<file path="config.mk">
export PLATFORM = sky130hd
export DESIGN_NAME = inst_loader
export DESIGN_NICKNAME = d
export VERILOG_FILES = /design/src/rtl/inst_loader.sv
export SDC_FILE = /design/constraint.sdc
export NUM_CORES = 1
export LEC_CHECK = 0
export CELL_PAD_IN_SITES_DETAIL_PLACEMENT = 1
export CELL_PAD_IN_SITES_GLOBAL_PLACEMENT = 1
export CORE_MARGIN = 2
export CORE_UTILIZATION = 44
export CTS_CLUSTER_SIZE = 10
export DETAILED_ROUTE_END_ITERATION = 10
export PLACE_DENSITY_LB_ADDON = 0.1
export REMOVE_ABC_BUFFERS = 1
export SLEW_MARGIN = 20
export SYNTH_ARGS = -nofsm -noshare
export SYNTH_HDL_FRONTEND = slang
export SYNTH_SLANG_ARGS = --single-unit
export TNS_END_PERCENT = 100
</file>
<file path="constraint.sdc">
create_clock -name clock_i -period 5.6 [get_ports clock_i]
set_clock_uncertainty 0.1 [all_clocks]
set_input_delay 0.84 -clock clock_i [delete_from_list [all_inputs] [get_ports clock_i]]
set_output_delay 0.84 -clock clock_i [all_outputs]
set_load 0.005 [all_outputs]
</file>
<file path="src/rtl/inst_loader.sv">
// Packs UART bytes little-endian into 32-bit words and writes them to consecutive imem addresses.
// Latency: one cycle from the 4th byte to the write strobe. Backpressure: none; a byte may arrive every cycle.
// Loading ends after the HALT word is written, or after the last memory slot is filled.
module inst_loader #(
    parameter int               NB_DATA    = 32,
    parameter int               NBYTE      = 8,
    parameter int               N_ELEMENTS = 128,
    parameter logic [NB_DATA-1:0] HALT_WORD = 32'hfc000000
) (
    input  logic               clock_i,
    input  logic               reset_i,
    input  logic               start_i,
    input  logic [NBYTE-1:0]   byte_i,
    input  logic               byte_valid_i,
    output logic               en_write_o,
    output logic [NB_DATA-1:0] addr_write_o,
    output logic [NB_DATA-1:0] data_write_o,
    output logic               busy_o,
    output logic               done_o,
    output logic               error_o,
    output logic [NB_DATA-1:0] word_count_o
);

    localparam logic [1:0] ST_IDLE  = 2'd0;
    localparam logic [1:0] ST_LOAD  = 2'd1;
    localparam logic [1:0] ST_DONE  = 2'd2;
    localparam logic [1:0] ST_ERROR = 2'd3;
    localparam int         SR_W     = NB_DATA - NBYTE;
    localparam logic [NB_DATA-1:0] LAST_IDX = NB_DATA'(N_ELEMENTS - 1);

    logic [1:0]         state_q, state_d;
    logic [1:0]         bidx_q, bidx_d;
    logic [SR_W-1:0]    sr_q, sr_d;
    logic               en_q, en_d;
    logic [NB_DATA-1:0] addr_q, addr_d;
    logic [NB_DATA-1:0] data_q, data_d;
    logic [NB_DATA-1:0] count_q, count_d;
    logic [4:0]         bit_ofs;

    always_comb begin
        state_d = state_q;
        bidx_d  = bidx_q;
        sr_d    = sr_q;
        en_d    = 1'b0;
        addr_d  = addr_q;
        data_d  = data_q;
        count_d = count_q;
        bit_ofs = {bidx_q, 3'b000};

        case (state_q)
            ST_LOAD: begin
                if (byte_valid_i) begin
                    if (bidx_q == 2'd3) begin
                        en_d   = 1'b1;
                        data_d = {byte_i, sr_q};
                        addr_d = count_q;
                        bidx_d = 2'd0;
                        sr_d   = '0;
                    end else begin
                        sr_d[bit_ofs +: NBYTE] = byte_i;
                        bidx_d = bidx_q + 2'd1;
                    end
                end
                // The strobe cycle retires the word: advance the index and decide whether loading ends.
                if (en_q) begin
                    count_d = count_q + NB_DATA'(1);
                    if (data_q == HALT_WORD) begin
                        state_d = ST_DONE;
                    end else if (count_q == LAST_IDX) begin
                        state_d = ST_ERROR;
                    end
                end
            end
            default: begin
                if (start_i) begin
                    state_d = ST_LOAD;
                    count_d = '0;
                    bidx_d  = 2'd0;
                    sr_d    = '0;
                end
            end
        endcase
    end

    always_ff @(posedge clock_i or negedge reset_i) begin
        if (!reset_i) begin
            state_q <= ST_IDLE;
            bidx_q  <= 2'd0;
            sr_q    <= '0;
            en_q    <= 1'b0;
            addr_q  <= '0;
            data_q  <= '0;
            count_q <= '0;
        end else begin
            state_q <= state_d;
            bidx_q  <= bidx_d;
            sr_q    <= sr_d;
            en_q    <= en_d;
            addr_q  <= addr_d;
            data_q  <= data_d;
            count_q <= count_d;
        end
    end

    assign en_write_o   = en_q;
    assign addr_write_o = addr_q;
    assign data_write_o = data_q;
    assign word_count_o = count_q;
    assign busy_o       = (state_q == ST_LOAD);
    assign done_o       = (state_q == ST_DONE);
    assign error_o      = (state_q == ST_ERROR);

endmodule

</file>
==> results of run 1 <==
## report_power, final
part / leakage [nW] / total (W) / switching (W) / internal (W)
logic: 1.19 / 0.000989 / 0.000377 / 0.000612
clock network: 0.296 / 0.00107 / 0.000381 / 0.000688
registers: 1.65 / 0.00139 / 0.000227 / 0.00116
total: 3.13 / 0.00345 / 0.000985 / 0.00246
## metal layers
metal / part of all wire [%] / GRT usage, % / vias to the layer above
met4: 1.6 / 7.31 / 0
met1: 41 / 27.6 / 2098
met2: 53 / 40.3 / 106
met3: 4.6 / 6.27 / 23
met5: 0 / 0 / -
li1: - / - / 1878
## flip-flops by register name, indices dropped and copies added, names as in the netlist
| signal | flops |
|---|---|
| addr_write_o | 32 |
| data_write_o | 32 |
| word_count_o | 32 |
| sr_q | 24 |
| bidx_q | 2 |
| state_q | 2 |
| en_write_o | 1 |
## cell usage in the layout (no fill, tap or decap), drive strengths merged, types with 2 or more instances in the layout
master	count
and3	3
clkbuf	26
inv	8
clkinv	5
nor3	11
mux2	61
or3	6
nand3	15
nand2	38
xnor2	20
a21oi	7
o21ai	21
nor3b	3
nor4	23
clkdlybuf4s50	110
buf	3
nand3b	2
o31ai	2
and4	5
nand4	12
a31oi	2
or4	2
and2	2
dfrtp	125
nor2	37
ha	6
a22o	16
## layout make-up
class,count,area [µm²],area share (%)
flip-flops and latches,125,3130,43.2
multi-input cells,306,2190,30.3
repair buffers,113,1120,15.5
clock buffers,26,529,7.31
well taps,147,184,2.54
clock inverters,6,55.1,0.760
inverters,8,30.0,0.415
## metrics by stage
step | worst slack [ps] | total power (W) | cells | util (%)
global route | 2610 | 0.00363 | 731 | 60.3
finish | 2690 | 0.00345 | 731 | 60.3
CTS | 2680 | 0.00347 | 731 | 60.2
floorplan | 2270 | 0.00178 | 439 | -
global placement | 2580 | 0.00233 | 699 | 55.4
detailed placement | 2490 | 0.00239 | 699 | 55.4
## worst max path at each step
stage                                               to                    from
after floorplan            addr_write_o[0]$_DFFE_PN0P_            byte_valid_i
after global placement    word_count_o[21]$_DFFE_PN0P_                 start_i
after CTS                                       busy_o  state_q[1]$_DFFE_PN0P_
after detailed placement  word_count_o[21]$_DFFE_PN0P_                 start_i
final                                           busy_o  state_q[1]$_DFFE_PN0P_
after global routing                            busy_o  state_q[1]$_DFFE_PN0P_
## critical path: cells and delay by family (launching register included)
family	cells	cell delay, ps
buf+inv	2	840
flops	1	410
simple gates	1	290
## logic make-up (layout without fill, tap and decap cells)
group,count (synthesis),count (layout)
multiplexers,61,61
AND/OR/NAND/NOR,162,162
AO/OA/AOI/OAI,57,57
adder cells (fa/ha/maj),6,6
buffers and inverters,31,153
XOR/XNOR,20,20
flip-flops,125,125
==> summary.txt, run 1 <==
Status
  – Status: complete, no violations

Setup path
  – Crit-path cells: nand2b_2 > inv_1 > clkdlybuf4s50_1
  – Cell with the biggest individual delay on the critical path: sky130_fd_sc_hd__clkdlybuf4s50_1
  – Startpoint type of the worst setup path: register
  – Biggest fanout along the worst timing path: 11
  – Arrival time of the worst setup path: 1970 ps
  – Crit path required time: 4660 ps
  – Reg2reg start: state_q[1]$_DFFE_PN0P_
  – FF-to-FF End: data_write_o[20]$_DFFE_PN0P_
  – Largest stage delay on the critical path: 560 ps
  – Path depth of the worst reg2reg path: 4
  – Sort of element at the end of the critical path: primary output
  – Worst R2R Setup Slack: 3040 ps
  – Critical path type: reg2out

STA
  – Number of pins exceeding their max-slew limit in the final report: 0
  – Worst Max-Slew Pin Slew: 1110 ps
  – Tmin final: approximately 2900 ps
  – Final setup violating endpoints: 0
  – Maximum frequency from static timing analysis: 0.344 GHz
  – Headroom to the max-slew limit: between 20% and 30%
  – Setup tns final: 0 ps
  – Setup repair after global routing missed its margin: false
  – Tightest hold margin: 379 ps
  – Final count of hold timing violations: 0
  – Final Cycle Share: about half

Min path
  – Worst Hold Class: reg2reg
  – Cell depth of the worst hold path: 2
  – Hold path startpoint: addr_write_o[20]$_DFFE_PN0P_
  – End point of the worst hold path: addr_write_o[20]$_DFFE_PN0P_

Global route
  – Vias in the first global route: 4449
  – GRT Residual Overflow: 0
  – Maximum number of pins on one net before global-route repair: 80
  – First-pass GRT wire length: between 20000 and 25000 µm
  – Global-route usage over all layers: 23.0%
  – Number of antenna violations at the first check in global routing: 0

Logic synthesis
  – Netlist cell types: 45
  – Primary flip-flop cell chosen by synthesis mapping: sky130_fd_sc_hd__dfrtp_1
  – Complex-gate fraction of the synthesized area: 7.12%
  – Most used standard cells in the synthesized netlist: sky130_fd_sc_hd__dfrtp_1 (125), sky130_fd_sc_hd__mux2_2 (61), sky130_fd_sc_hd__nand2_1 (38), sky130_fd_sc_hd__nor2_1 (37), sky130_fd_sc_hd__nor4_1 (23)
  – Proportion of register bits with asynchronous set or reset after synthesis: 100%
  – Post-Synthesis Cell Area: 0.00543 mm²
  – Number of instances in the synthesized netlist: 462
  – Post-Synthesis Mean Instance Area: 11.8 µm²
  – Simple logic cell fraction of the synthesized area: 15.6%
  – Share of synthesized area spent on multiplexers: 12.6%
  – Dominant cell type by area after synthesis: sky130_fd_sc_hd__dfrtp_1
  – Flops & latches, synth: roughly 130
  – Adder-cell area share of the yosys netlist: 1.38%
  – Fraction of synthesized cell area in xor and xnor cells: 3.22%
  – Top cells by area, synth: sky130_fd_sc_hd__dfrtp_1 (58%), sky130_fd_sc_hd__mux2_2 (13%), sky130_fd_sc_hd__xnor2_1 (3.2%)
  – Post-synth EDFFs: 0
  – Proportion of netlist area held by the largest area contributor: 57.6%
  – Dominant combinational cell family by area after synthesis: simple AND/OR/NAND/NOR gates
  – Cell with the most instances after synthesis: sky130_fd_sc_hd__dfrtp_1
  – Sequential-to-total area share from yosys stat: a little under three fifths
  – Yosys warns: 0

Floorplanning
  – Top Ports: 112
  – Die width: between 100 and 150 µm
  – Die boundary height: approximately 120 µm
  – Total core area: 0.0120 mm²
  – Number of standard-cell rows in the floorplan: 40
  – Die ar.: between 0.01 and 0.015 mm²
  – Initial core utilization: 45.2%

Pwr
  – LEAKAGE: 3.13 nW
  – Power per cell area: 476 mW/mm²
  – Worst IR Drop VDD: 0.286 mV

Job
  – Maximum Capacitance Violations: 0

CTS
  – CTS H-tree depth: 4
  – Post-CTS Setup Bufs: 0
  – Number of buffers created by CTS: 17
  – Number of cells upsized or downsized after cts: 0
  – CTS max path bufs: 2
  – Cell at the root of the clock tree: sky130_fd_sc_hd__clkbuf_16
  – Clock tree from TritonCTS: built
  – Clk pin slew, worst setup/hold paths: 60 ps
  – Sinks on Clock Net: between 100 and 150
  – Post-CTS Hold Fix Bufs: 0
  – Clock latency at the later pin of the worst-skew pair: 420 ps

Detailed routing
  – Post-route ant nets: 0
  – Number of vias per cell: 5.62
  – DRT iter0 DRCs: roughly 170
  – Routed WL: 14300 µm
  – Routed length per instance: 19.5 µm
  – Pre-Repair DR Iteration Count: 5
  – Count of unresolved DRC violations after routing: 0
  – Via count: 4105

Layout
  – Total inserted antenna cells: 0
  – Area growth syn-to-layout: 33.3%
  – Share of final-layout standard cells stronger than drive strength 1: 17.8%
  – Filler Cells Inserted: ~1300
  – Total number of nets in the final design: 589
  – Final Cell Area: 0.00724 mm²

Placed design
  – Global placement routability congestion: 0.781
  – Standard cell area after detailed placement: 0.00665 mm²
  – Half-perimeter wire length of the detailed placement result: 9520 µm
  – Count of input and output buffers: around 110
No activity file was read; power rests on OpenSTA's default activity.
==> run 2, diff against run 1 <==
--- a/config.mk
+++ b/config.mk
@@ -8,7 +8,7 @@
 export CELL_PAD_IN_SITES_DETAIL_PLACEMENT = 1
 export CELL_PAD_IN_SITES_GLOBAL_PLACEMENT = 1
 export CORE_MARGIN = 2
-export CORE_UTILIZATION = 44
+export CORE_UTILIZATION = 36
 export CTS_CLUSTER_SIZE = 10
 export DETAILED_ROUTE_END_ITERATION = 10
 export PLACE_DENSITY_LB_ADDON = 0.1
==> constraint.sdc (replaced) <==
create_clock -name clock_i -period 2.4 [get_ports clock_i]
set_clock_uncertainty 0.1 [all_clocks]
set_input_delay 0.36 -clock clock_i [delete_from_list [all_inputs] [get_ports clock_i]]
set_output_delay 0.36 -clock clock_i [all_outputs]
set_load 0.005 [all_outputs]
==> summary.txt, run 2 (synthesized netlist as in run 1, its figures left out) <==
Floorplanning
  – Die boundary height: 127 µm (+10%)
  – Total core area: 0.0146 mm² (+22%)
  – Die width: 127 µm (+10%)
  – Initial core utilization: 37.1% (-8.1 points)
  – Number of standard-cell rows in the floorplan: 44 (+10%)
  – Die ar.: 0.0161 mm² (+21%)
  – Top Ports: 112 (unchanged)

Min path
  – Hold path startpoint: addr_write_o[29]$_DFFE_PN0P_
  – Cell depth of the worst hold path: 2 (unchanged)
  – Worst Hold Class: reg2reg

Setup path
  – Arrival time of the worst setup path: 1860 ps (-110 ps)
  – Startpoint type of the worst setup path: register
  – Reg2reg start: word_count_o[16]$_DFFE_PN0P_
  – Crit path from: state_q[1]$_DFFE_PN0P_
  – Sort of element at the end of the critical path: primary output
  – Biggest fanout along the worst timing path: 11 (unchanged)
  – Crit path required time: 1940 ps (-2720 ps)
  – Critical path type: reg2out
  – Path depth of the worst reg2reg path: 6 (+2)

Placed design
  – Pre-CTS setup slack: 103 ps (-2390 ps)
  – Half-perimeter wire length of the detailed placement result: 9990 µm (+4.9%)
  – Global placement routability congestion: 0.758 (-2.9%)
  – Standard cell area after detailed placement: 0.00689 mm² (+3.6%)
  – Count of input and output buffers: 111 (unchanged)

CTS
  – Clock latency at the later pin of the worst-skew pair: 420 ps (about the same)
  – CTS max path bufs: 2 (unchanged)
  – Post-CTS Setup Bufs: 0 (unchanged)
  – Clk pin slew, worst setup/hold paths: 60 ps (about the same)
  – Cell at the root of the clock tree: sky130_fd_sc_hd__clkbuf_16
  – Sinks on Clock Net: 125 (unchanged)
  – Clock tree from TritonCTS: built
  – CTS H-tree depth: 4 (unchanged)
  – Number of buffers created by CTS: 17 (unchanged)

Detailed routing
  – Pre-Repair DR Iteration Count: 4 (-1)
  – Routed WL: 14400 µm (+1.0%)
  – Count of unresolved DRC violations after routing: 0 (unchanged)
  – Routed length per instance: 18.2 µm (-6.5%)
  – Post-route ant nets: 0 (unchanged)
  – Number of vias per cell: 5.22 (-7.0%)
  – Via count: 4127 (+0.54%)
  – DRT iter0 DRCs: 167 (+0.60%)

STA
  – Setup repair after global routing missed its margin: false
  – Tmin final: between 2000 and 2500 ps
  – Slack of the critical path: 84.0 ps (-2610 ps)
  – Final Cycle Share: 96.5%
  – Number of pins exceeding their max-slew limit in the final report: 0 (unchanged)
  – Headroom to the max-slew limit: 58.2% (+33 points)
  – Final setup violating endpoints: 0 (unchanged)
  – Maximum frequency from static timing analysis: 0.432 GHz
  – Final count of hold timing violations: 0 (unchanged)
  – Worst Max-Slew Pin Slew: 628 ps (-486 ps)

Pwr
  – Worst IR Drop VDD: 0.644 mV (+120%)
  – Total Power: 0.00801 W (+130%)
  – LEAKAGE: 3.24 nW (+3.4%)
  – Power per cell area: 1070 mW/mm² (+130%)

Global route
  – Vias in the first global route: 4333 (-2.6%)
  – Global-route usage over all layers: 19.0% (-4.0 points)
  – First-pass GRT wire length: 23700 µm (+1.4%)
  – GRT Residual Overflow: 0 (unchanged)
  – Number of antenna violations at the first check in global routing: 0 (unchanged)
  – Maximum number of pins on one net before global-route repair: 69 (-14%)

Layout
  – Total inserted antenna cells: 0 (unchanged)
  – Total number of nets in the final design: 611 (+3.7%)
  – Leading cell type in the layout, fill and taps excluded: sky130_fd_sc_hd__dfrtp_1
  – Area growth syn-to-layout: 37.6%
  – Share of final-layout standard cells stronger than drive strength 1: 21.0% (+3.1 points)
  – Final Cell Area: 0.00747 mm² (+3.2%)
  – Highest-count cells in the layout ignoring fill and taps: sky130_fd_sc_hd__dfrtp_1 (125), sky130_fd_sc_hd__clkdlybuf4s50_1 (110), sky130_fd_sc_hd__mux2_2 (61)

Job
  – Maximum Capacitance Violations: 0 (unchanged)

Status
  – Status: complete, no violations
==> run 2: cell count changes in the layout (fill, tap and decap cells not counted), moves of 2 or more <==
cell / previous run / this run
sky130_fd_sc_hd__buf_12: 0 / 3
sky130_fd_sc_hd__clkbuf_1: 2 / 0
sky130_fd_sc_hd__buf_4: 3 / 21
sky130_fd_sc_hd__clkbuf_8: 7 / 4
sky130_fd_sc_hd__clkinvlp_4: 0 / 3
==> run 2: critical path: stages, from the launching register on <==
cell	delay (ps)
sky130_fd_sc_hd__dfrtp_1	410
sky130_fd_sc_hd__nand2b_2	300
sky130_fd_sc_hd__inv_2	180
sky130_fd_sc_hd__clkdlybuf4s50_1	550
==> run 2: path summary, 6_finish.rpt <==
check                                               endpoint  slack, ps
min in group asynchronous       addr_write_o[22]$_DFFE_PN0P_        400
worst min-delay path            addr_write_o[29]$_DFFE_PN0P_        380
worst max-delay path                                  busy_o         80
worst max register to register  word_count_o[31]$_DFFE_PN0P_        210
worst min register to register  addr_write_o[29]$_DFFE_PN0P_        380
max in group asynchronous               sr_q[20]$_DFFE_PN0P_       1120
==> run 2: final cells by class <==
cell class,instances,area (µm²)
Fill cell,1553,7170
Sequential cell,125,3130
Multi-Input combinational cell,306,2190
Timing Repair Buffer,135,1330
Clock buffer,21,480
Tap cell,184,230
Clock inverter,11,91.3
Inverter,8,30.0
==> run 2: report_power, final <==
group	total, W	switching [W]	internal (W)
sequential	0.00319	0.000487	0.00271
combinational	0.00237	0.000900	0.00147
clock	0.00244	0.000925	0.00152
total	0.00801	0.00231	0.00569
==> run 2: layer usage <==
metal	track usage, %	up-vias	part of all wire (%)	wire length, µm
met5	0	-	0	0
met4	5.62	0	1.2	170
met3	5.27	17	4.4	630
met2	32.7	85	51	7420
met1	23.4	2090	43	6190
li1	-	1935	-	-
==> run 2: stage by stage <==
step | cells | TNS, ps | util, % | hold slack, ps
after global routing | 790 | 0 | 51.0 | 414
after detailed placement | 757 | 0 | 47.1 | 323
final | 790 | 0 | 51.0 | 383
after CTS | 790 | 0 | 51.0 | 387
after floorplan | 439 | -57940 | - | -35.6
after global placement | 757 | 0 | 47.1 | 314
==> run 2: repair_timing <==
action | in CTS | in global routing
endpoints found under the setup margin | 1 | 0
endpoints found under the hold margin | 42 | 0
hold buffers | 1 | 0
resized for setup | 1 | 0
